$ cat config.mk
export PLATFORM = sky130hd
export DESIGN_NAME = dequeue_walker
export DESIGN_NICKNAME = d
export VERILOG_FILES = /design/src/rtl/dfq_pkg.sv /design/src/rtl/dq_lat_timer.sv /design/src/rtl/dequeue_walker.sv
export SDC_FILE = /design/constraint.sdc
export NUM_CORES = 1
export LEC_CHECK = 0
export CAP_MARGIN = 20
export CORE_ASPECT_RATIO = 1.75
export CORE_MARGIN = 2
export CORE_UTILIZATION = 30
export CTS_BUF_LIST = sky130_fd_sc_hd__clkbuf_8 sky130_fd_sc_hd__clkbuf_16
export DETAILED_ROUTE_END_ITERATION = 10
export SYNTH_ARGS = -nofsm -noshare
export SYNTH_HDL_FRONTEND = slang
export SYNTH_SLANG_ARGS = --single-unit
$ cat constraint.sdc
create_clock -name clk -period 8.1 [get_ports clk]
set_input_delay 1.215 -clock clk [delete_from_list [all_inputs] [get_ports clk]]
set_output_delay 1.215 -clock clk [all_outputs]
set_load 0.1 [all_outputs]
$ cat src/rtl/dfq_pkg.sv
// dfq_pkg: shared state encoding, defaults and width helper for the DFQ dequeue path.
package dfq_pkg;
  typedef enum logic [1:0] {IDLE, PUSH, WAIT, FINISH} dq_state_e;
  localparam int TAIL_BIT_DEF = 15;
  function automatic int clog2(input int v);
    int r;
    r = 0;
    while ((1 << r) < v) r++;
    return r;
  endfunction
endpackage

$ cat src/rtl/dq_lat_timer.sv
// dq_lat_timer: loadable down-counter flagging the final pointer-RAM wait cycle.
module dq_lat_timer #(
  parameter int RAM_LAT = 1
) (
  input  logic clk,
  input  logic reset,
  input  logic load,
  output logic fin
);
  logic [2:0] cnt;
  always_ff @(posedge clk or posedge reset)
    if (reset) cnt <= '0;
    else if (load) cnt <= 3'(RAM_LAT);
    else if (cnt != '0) cnt <= cnt - 3'd1;
  assign fin = cnt == '0;
endmodule

$ cat src/rtl/dequeue_walker.sv
// dequeue_walker: walks a frame's cell-pointer list and pushes each pointer into a per-PCP queue.
module dequeue_walker import dfq_pkg::*; #(
  parameter int DATA_WIDTH = 20,
  parameter int ADDR_WIDTH = 10,
  parameter int NUM_Q      = 8,
  parameter int RAM_LAT    = 1,
  parameter int TAIL_BIT   = TAIL_BIT_DEF,
  parameter int MAX_CELLS  = 64
) (
  input  logic                      clk,
  input  logic                      reset,
  input  logic                      start_dequeue,
  input  logic [clog2(NUM_Q)-1:0]   dq_qid,
  input  logic [DATA_WIDTH-1:0]     head_ptr_in,
  output logic                      busy,
  output logic                      ptr_ram_rd,
  output logic [ADDR_WIDTH-1:0]     ptr_ram_addr,
  input  logic [DATA_WIDTH-1:0]     ptr_ram_dout,
  input  logic [NUM_Q-1:0]          pcp_queue_full,
  output logic [NUM_Q-1:0]          pcp_queue_wr,
  output logic [DATA_WIDTH-1:0]     pcp_queue_din,
  output logic [DATA_WIDTH-1:0]     new_head,
  output logic                      dequeue_done,
  output logic [clog2(NUM_Q)-1:0]   done_qid,
  output logic [15:0]               rd_depth_cell,
  output logic                      err_overrun,
  output logic                      err_badqid
);
  localparam int QW = clog2(NUM_Q);
  dq_state_e state;
  logic [DATA_WIDTH-1:0] cur, nxt;
  logic [QW-1:0] qid;
  logic last, ovr, lat_fin, bad_qid;
  assign bad_qid = {1'b0, dq_qid} >= (QW+1)'(NUM_Q);
  dq_lat_timer #(.RAM_LAT(RAM_LAT)) u_lat (
    .clk(clk),
    .reset(reset),
    .load(state == PUSH && !pcp_queue_full[qid]),
    .fin(lat_fin)
  );
  always_ff @(posedge clk or posedge reset)
    if (reset) begin
      state         <= IDLE;
      cur           <= '0;
      nxt           <= '0;
      qid           <= '0;
      last          <= 1'b0;
      ovr           <= 1'b0;
      busy          <= 1'b0;
      ptr_ram_rd    <= 1'b0;
      ptr_ram_addr  <= '0;
      pcp_queue_wr  <= '0;
      pcp_queue_din <= '0;
      new_head      <= '0;
      dequeue_done  <= 1'b0;
      done_qid      <= '0;
      rd_depth_cell <= '0;
      err_overrun   <= 1'b0;
      err_badqid    <= 1'b0;
    end else begin
      ptr_ram_rd   <= 1'b0;
      pcp_queue_wr <= '0;
      dequeue_done <= 1'b0;
      err_overrun  <= 1'b0;
      err_badqid   <= 1'b0;
      case (state)
        IDLE: if (start_dequeue) begin
          if (bad_qid) err_badqid <= 1'b1;
          else begin
            cur           <= head_ptr_in;
            qid           <= dq_qid;
            rd_depth_cell <= '0;
            ovr           <= 1'b0;
            busy          <= 1'b1;
            state         <= PUSH;
          end
        end
        PUSH: if (!pcp_queue_full[qid]) begin
          pcp_queue_wr[qid] <= 1'b1;
          pcp_queue_din     <= cur;
          ptr_ram_rd        <= 1'b1;
          ptr_ram_addr      <= cur[ADDR_WIDTH-1:0];
          rd_depth_cell     <= rd_depth_cell + {15'd0, rd_depth_cell != '1};
          last              <= cur[TAIL_BIT];
          state             <= WAIT;
        end
        WAIT: if (lat_fin) begin
          nxt <= ptr_ram_dout;
          if (last) state <= FINISH;
          else if (rd_depth_cell == 16'(MAX_CELLS)) begin
            ovr   <= 1'b1;
            state <= FINISH;
          end else begin
            cur   <= ptr_ram_dout;
            state <= PUSH;
          end
        end
        FINISH: begin
          if (!ovr) new_head <= nxt;
          dequeue_done <= 1'b1;
          done_qid     <= qid;
          err_overrun  <= ovr;
          busy         <= 1'b0;
          state        <= IDLE;
        end
        default: state <= IDLE;
      endcase
    end
endmodule

# Word level (Yosys, flattened, before mapping)
# Index checks and enable logic that the tools add are counted.
# totals
reg_bits	131
in_bits	54
output_inout_bits	82
wordCells	86
# classes
addsub	2
order_cmp	2
n_eq_ne	11
muxes	33
n_bitwise	2
reduce_logical	19
# ops
op	n
20-bit 2-to-1 mux	4
20-bit case mux with 2 select lines	1
16-bit 2-to-1 mux	2
16-bit case mux with 2 select lines	1
16-bit by 1-bit adder with 16-bit output	1
16-bit by 7-bit == test with 1-bit output, second input constant	1
8-bit 2-to-1 mux	2
16-bit inequality test, second input constant	1
2-bit inequality test, second input constant	6
1-bit 2-to-1 mux	11
2-bit 2-to-1 mux	5
2-bit AND reduction	5
5-bit AND reduction	2
2-bit case mux with 4 select lines	1
2-bit nonzero test	4
3-bit 2-to-1 mux	2
3-bit AND reduction	2
2-bit == test, second input constant	2
3-bit by 4-bit < comparator with 1-bit output, second input constant	1
1-bit case mux with 2 select lines	2
1-bit binary-select mux with 3-bit select	1
1-bit demux with 3-bit select	1
3-bit by 1-bit greater-or-equal comparator with 1-bit output, second input constant	1
3-bit logical NOT	1
7 further kinds	9

# Depth between registers and ports, before layout
# depth
depth_word	6
depth_mapped	9

# By module
# Synthesis repeated with hierarchy kept, for this count alone.
# unflattened
hier_cells	413
hier_area_um2	5313.8
# by_module_without_submodules
mod	n_inst	cells_per_inst	area_each_um2
dequeue_walker	1	396	5133.7
dq_lat_timer	1	17	180.2

# Least setup slack after synthesis
# OpenSTA, ideal clock, no wires.
# synth_path
path_kind	register -> register
start	register rd_depth_cell[8]
end	register rd_depth_cell[12]
t_arrival_ps	2618
t_required_ps	8031
path_slack_ps	5413
stages_incl_launch_ff	10
n_path_buf	1
period_less_slack_ps	2687
path_cell_list	dfrtp_1 -> and4_1 -> and2_1 -> nand3_1 -> ha_1 -> ha_1 -> clkbuf_1 -> nand4_1 -> or4_1 -> nand2_1
# synth_via
elab_chain_len	4
# synth_lines
item	line	text
start, declared	dequeue_walker.sv:25	output logic [15:0] rd_depth_cell,
start signal, assigned	dequeue_walker.sv:83	rd_depth_cell <= rd_depth_cell + {15'd0, rd_depth_cell != '1};
16-bit inequality test	dequeue_walker.sv:83	
16-bit by 1-bit adder with 16-bit output (*)	dequeue_walker.sv:83	
16-bit 2-to-1 mux (*)	dequeue_walker.sv:78	PUSH: if (!pcp_queue_full[qid]) begin
16-bit case mux with 2 select lines (*)	dequeue_walker.sv:66	case (state)
# Mark *: on every way between the ends. The rest lies on a longest branch, timed or not. The select of a mux whose other input is x is not followed.
# A chain may end at the register's enable or synchronous reset.

# Worst setup path after layout
# layout_path
start	register rd_depth_cell[6]
end	output port rd_depth_cell[6]
# No word-level cell between the ends.

==> summary.txt <==
Run status
  • Status: finished, final reports clean

STA
  • Crit path time final: about 3300 ps
  • Fmax: 300 MHz
  • Fin Setup TNS: 0 ps
  • Final Hold Fails: 0
  • WHS: ~480 ps
  • Slew Viols, Final: 0
  • Tcrit/Tclk final: 41.2%
  • Clk_skew: about 12 ps
  • RSZ-0062 raised after global routing: no
  • Final setup vio count: 0
  • Slew HR: 30.9%
  • Slew at the pin with the worst max-slew slack: about 1000 ps

Clock network
  • Htree depth: 4
  • Clock buffer depth: 2
  • CTS clk-pin slew, worst paths: approximately 60 ps
  • Postcts setup bufs: 0
  • Hold-fix buffers at CTS: 0
  • Clk sinks: 120
  • Root buf cell: clkbuf_16
  • CTS tree: built
  • Clk_lat worst skew: roughly 410 ps
  • Post-CTS sizing: 0
  • CTS Buf Count: 17

Logic synthesis
  • Async SR Flop Fraction: 100%
  • Ys Warns: 0
  • Netlist cell types: between 40 and 50
  • Synth Net Count: 504
  • Synth top area share: 59.2%
  • Top_reg_cell synth: dfrtp_1
  • Synthesized area per cell: 11.4 sq um
  • Synth area leaders: dfrtp_1, mux2_2, nand2_1
  • Cell taking the most area after synthesis: dfrtp_1
  • Post-Synthesis Cells: 446
  • Mapped Area: 0.00508 sq mm
  • Seq/Total Area, Yosys: 59.2%
  • Post-synth EDFFs: 0
  • FF+latch count, synth: 120

Min path
  • Hold endpoint: busy$_DFFE_PP0P_
  • Hold path start: busy$_DFFE_PP0P_
  • Hold WC Path Type: reg2reg
  • Hold path depth: 2

Setup path
  • CP Cell Sequence: clkdlybuf4s50_1
  • Crit-path slowest cell: clkdlybuf4s50_1
  • Worst path max stage delay: roughly 1200 ps
  • Setup slack, reg-to-reg: 5380 ps
  • Setup CP Type: reg2out
  • R2r worst-path depth: 8
  • Worst r2r src: u_lat.cnt[0]$_DFFE_PP0P_
  • Critical path launch point type: flip-flop
  • CP endpoint kind: output pin
  • CP top delay family: buffers and inverters
  • Worst r2r dst: cur[7]$_DFFE_PP0P_
  • Buffer and inverter count on the worst path: 1
  • Critical path data arrival time: around 2100 ps
  • Worst-path fanout max: 9
  • Critical path required time: 6880 ps

Die
  • Die area: 0.0180 sq mm
  • IO Count: 136
  • FP Rows: 63
  • DIE WIDTH: 102 um
  • Die Ht: 176 um
  • Initial Util: 30.2%
  • Placeable Area: 0.0168 sq mm

Drt
  • Antenna viol nets, final: 0
  • Initial DRC Count: 106
  • Drt wl/cell: roughly 17 um
  • DR pass1 iterations: 4
  • Drt drc: 0
  • Vias per cell: around 4.7
  • Vias post-DR: about 3800
  • WL final: 13400 um

Place
  • Number of port buffers: ~130
  • Placed instance count: slightly below 800
  • RePlAce Congestion: about 0.76
  • Final HPWL DP: 9560 um

Layout
  • Final Non-Filler Cells: between 800 and 900
  • Layout cell share with drive strength beyond 1: 15.0%
  • Diode count: 0
  • Layout Area Growth over Synthesis: 40.8%
  • Commonest cells after routing, fill and taps aside: clkdlybuf4s50_1, dfrtp_1, nand2_1, mux2_2, inv_1
  • Filler cells: 1638
  • Most common cell after layout, fill and taps aside: clkdlybuf4s50_1
  • Post-layout net count: ~630

Global routing
  • Number of global-route vias before repair: roughly 4000
  • Initial antenna violation count: 0
  • Global-route wire length before repair: 21000 um
  • Total gr overflow: 0
  • Largest net degree at the start of global routing: 82
  • GRT Total Usage: between 15 and 20%

Job
  • Max Cap Viol: 0
==> Yosys cell counts (2+ instances only) <==
cell type / n
dfrtp_1: 120
nand2_1: 52
mux2_2: 43
inv_1: 26
a21oi_1: 24
o21ai_0: 24
o22ai_1: 20
buf_2: 18
buf_4: 14
nor2_1: 11
nand4_1: 10
mux2i_1: 8
nand3_1: 6
o211ai_1: 6
and3_1: 5
nand2b_1: 5
nor4_1: 5
clkbuf_1: 4
ha_1: 4
nor3_1: 3
nor3b_1: 3
or4_1: 3
a31oi_1: 2
a41o_1: 2
and2_1: 2
and4_1: 2
buf_1: 2
nand3b_1: 2
nor4b_1: 2
o311ai_0: 2
or3_1: 2
==> sequential cells by signal (all words and copies together) (netlist names), 8 cells and up <==
signal         count
cur               20
new_head          20
rd_depth_cell     16
pcp_queue_wr       8
nxt               20
ptr_ram_addr       9
pcp_queue_din     11
==> worst register-to-register path, cell delays in order, from the launching register on <==
cell and delay [ps]:
dfrtp_1 380, inv_1 90, ha_1 180, nand2b_1 190, nor2_2 660, nand3b_1 180, buf_4 270, and2_1 440
a21oi_1 260
==> per-stage QoR <==
stage                     cell area (sq um)  worst slack (ps)  util (%)
after floorplan                        5080              3700         -
after global placement                 6530              4630      38.9
after detailed placement               6540              4530      39.0
after CTS                              7120              4740      42.4
after global routing                   7150              4690      42.6
final                                  7150              4760      42.6
==> layout make-up <==
cell class | instances | area (sq um) | share of cell area (%)
flip-flops and latches | 120 | 3000 | 42.0
multi-input cells | 261 | 1760 | 24.6
repair buffers | 141 | 1420 | 19.9
clock buffers | 17 | 425 | 5.95
well taps | 227 | 284 | 3.97
clock inverters | 15 | 154 | 2.15
inverters | 26 | 100 | 1.40
==> cells by family after synthesis <==
| family | after synthesis | synth area share, % |
|---|---|---|
| muxes | 52 | 11.4 |
| and+or+nand+nor | 116 | 11.5 |
| DFF | 120 | 59.2 |
| adders and majority gates | 4 | 0.986 |
| buffers and inverters | 65 | 6.43 |
| AOI/OAI and AO/OA | 87 | 10.3 |
| other | 1 | 0.0739 |
| xor gates and xnor gates | 1 | 0.173 |
==> routing by layer <==
metal / track usage (%) / vias up / share of wire, %
met3: 3.44 / 15 / 3.5
met2: 27.6 / 96 / 55
met1: 17.2 / 1908 / 39
met4: 6.00 / 0 / 1.7
li1: - / 1797 / -
met5: 0 / - / 0
==> worst max path at each step <==
stage	from	cells after the start	slack, ps	end
floorplan	reset	1	3700	busy$_DFFE_PP0P_
global route	rd_depth_cell[2]$_DFFE_PP0P_	1	4690	rd_depth_cell[2]
global placement	pcp_queue_full[5]	8	4630	rd_depth_cell[4]$_DFFE_PP0P_
CTS	rd_depth_cell[6]$_DFFE_PP0P_	1	4740	rd_depth_cell[6]
finish	rd_depth_cell[6]$_DFFE_PP0P_	1	4760	rd_depth_cell[6]
detailed placement	pcp_queue_full[5]	8	4530	rd_depth_cell[4]$_DFFE_PP0P_
Power is not shown: default switching activity piles up to over one toggle a cycle in this logic, so the estimate is an artifact.
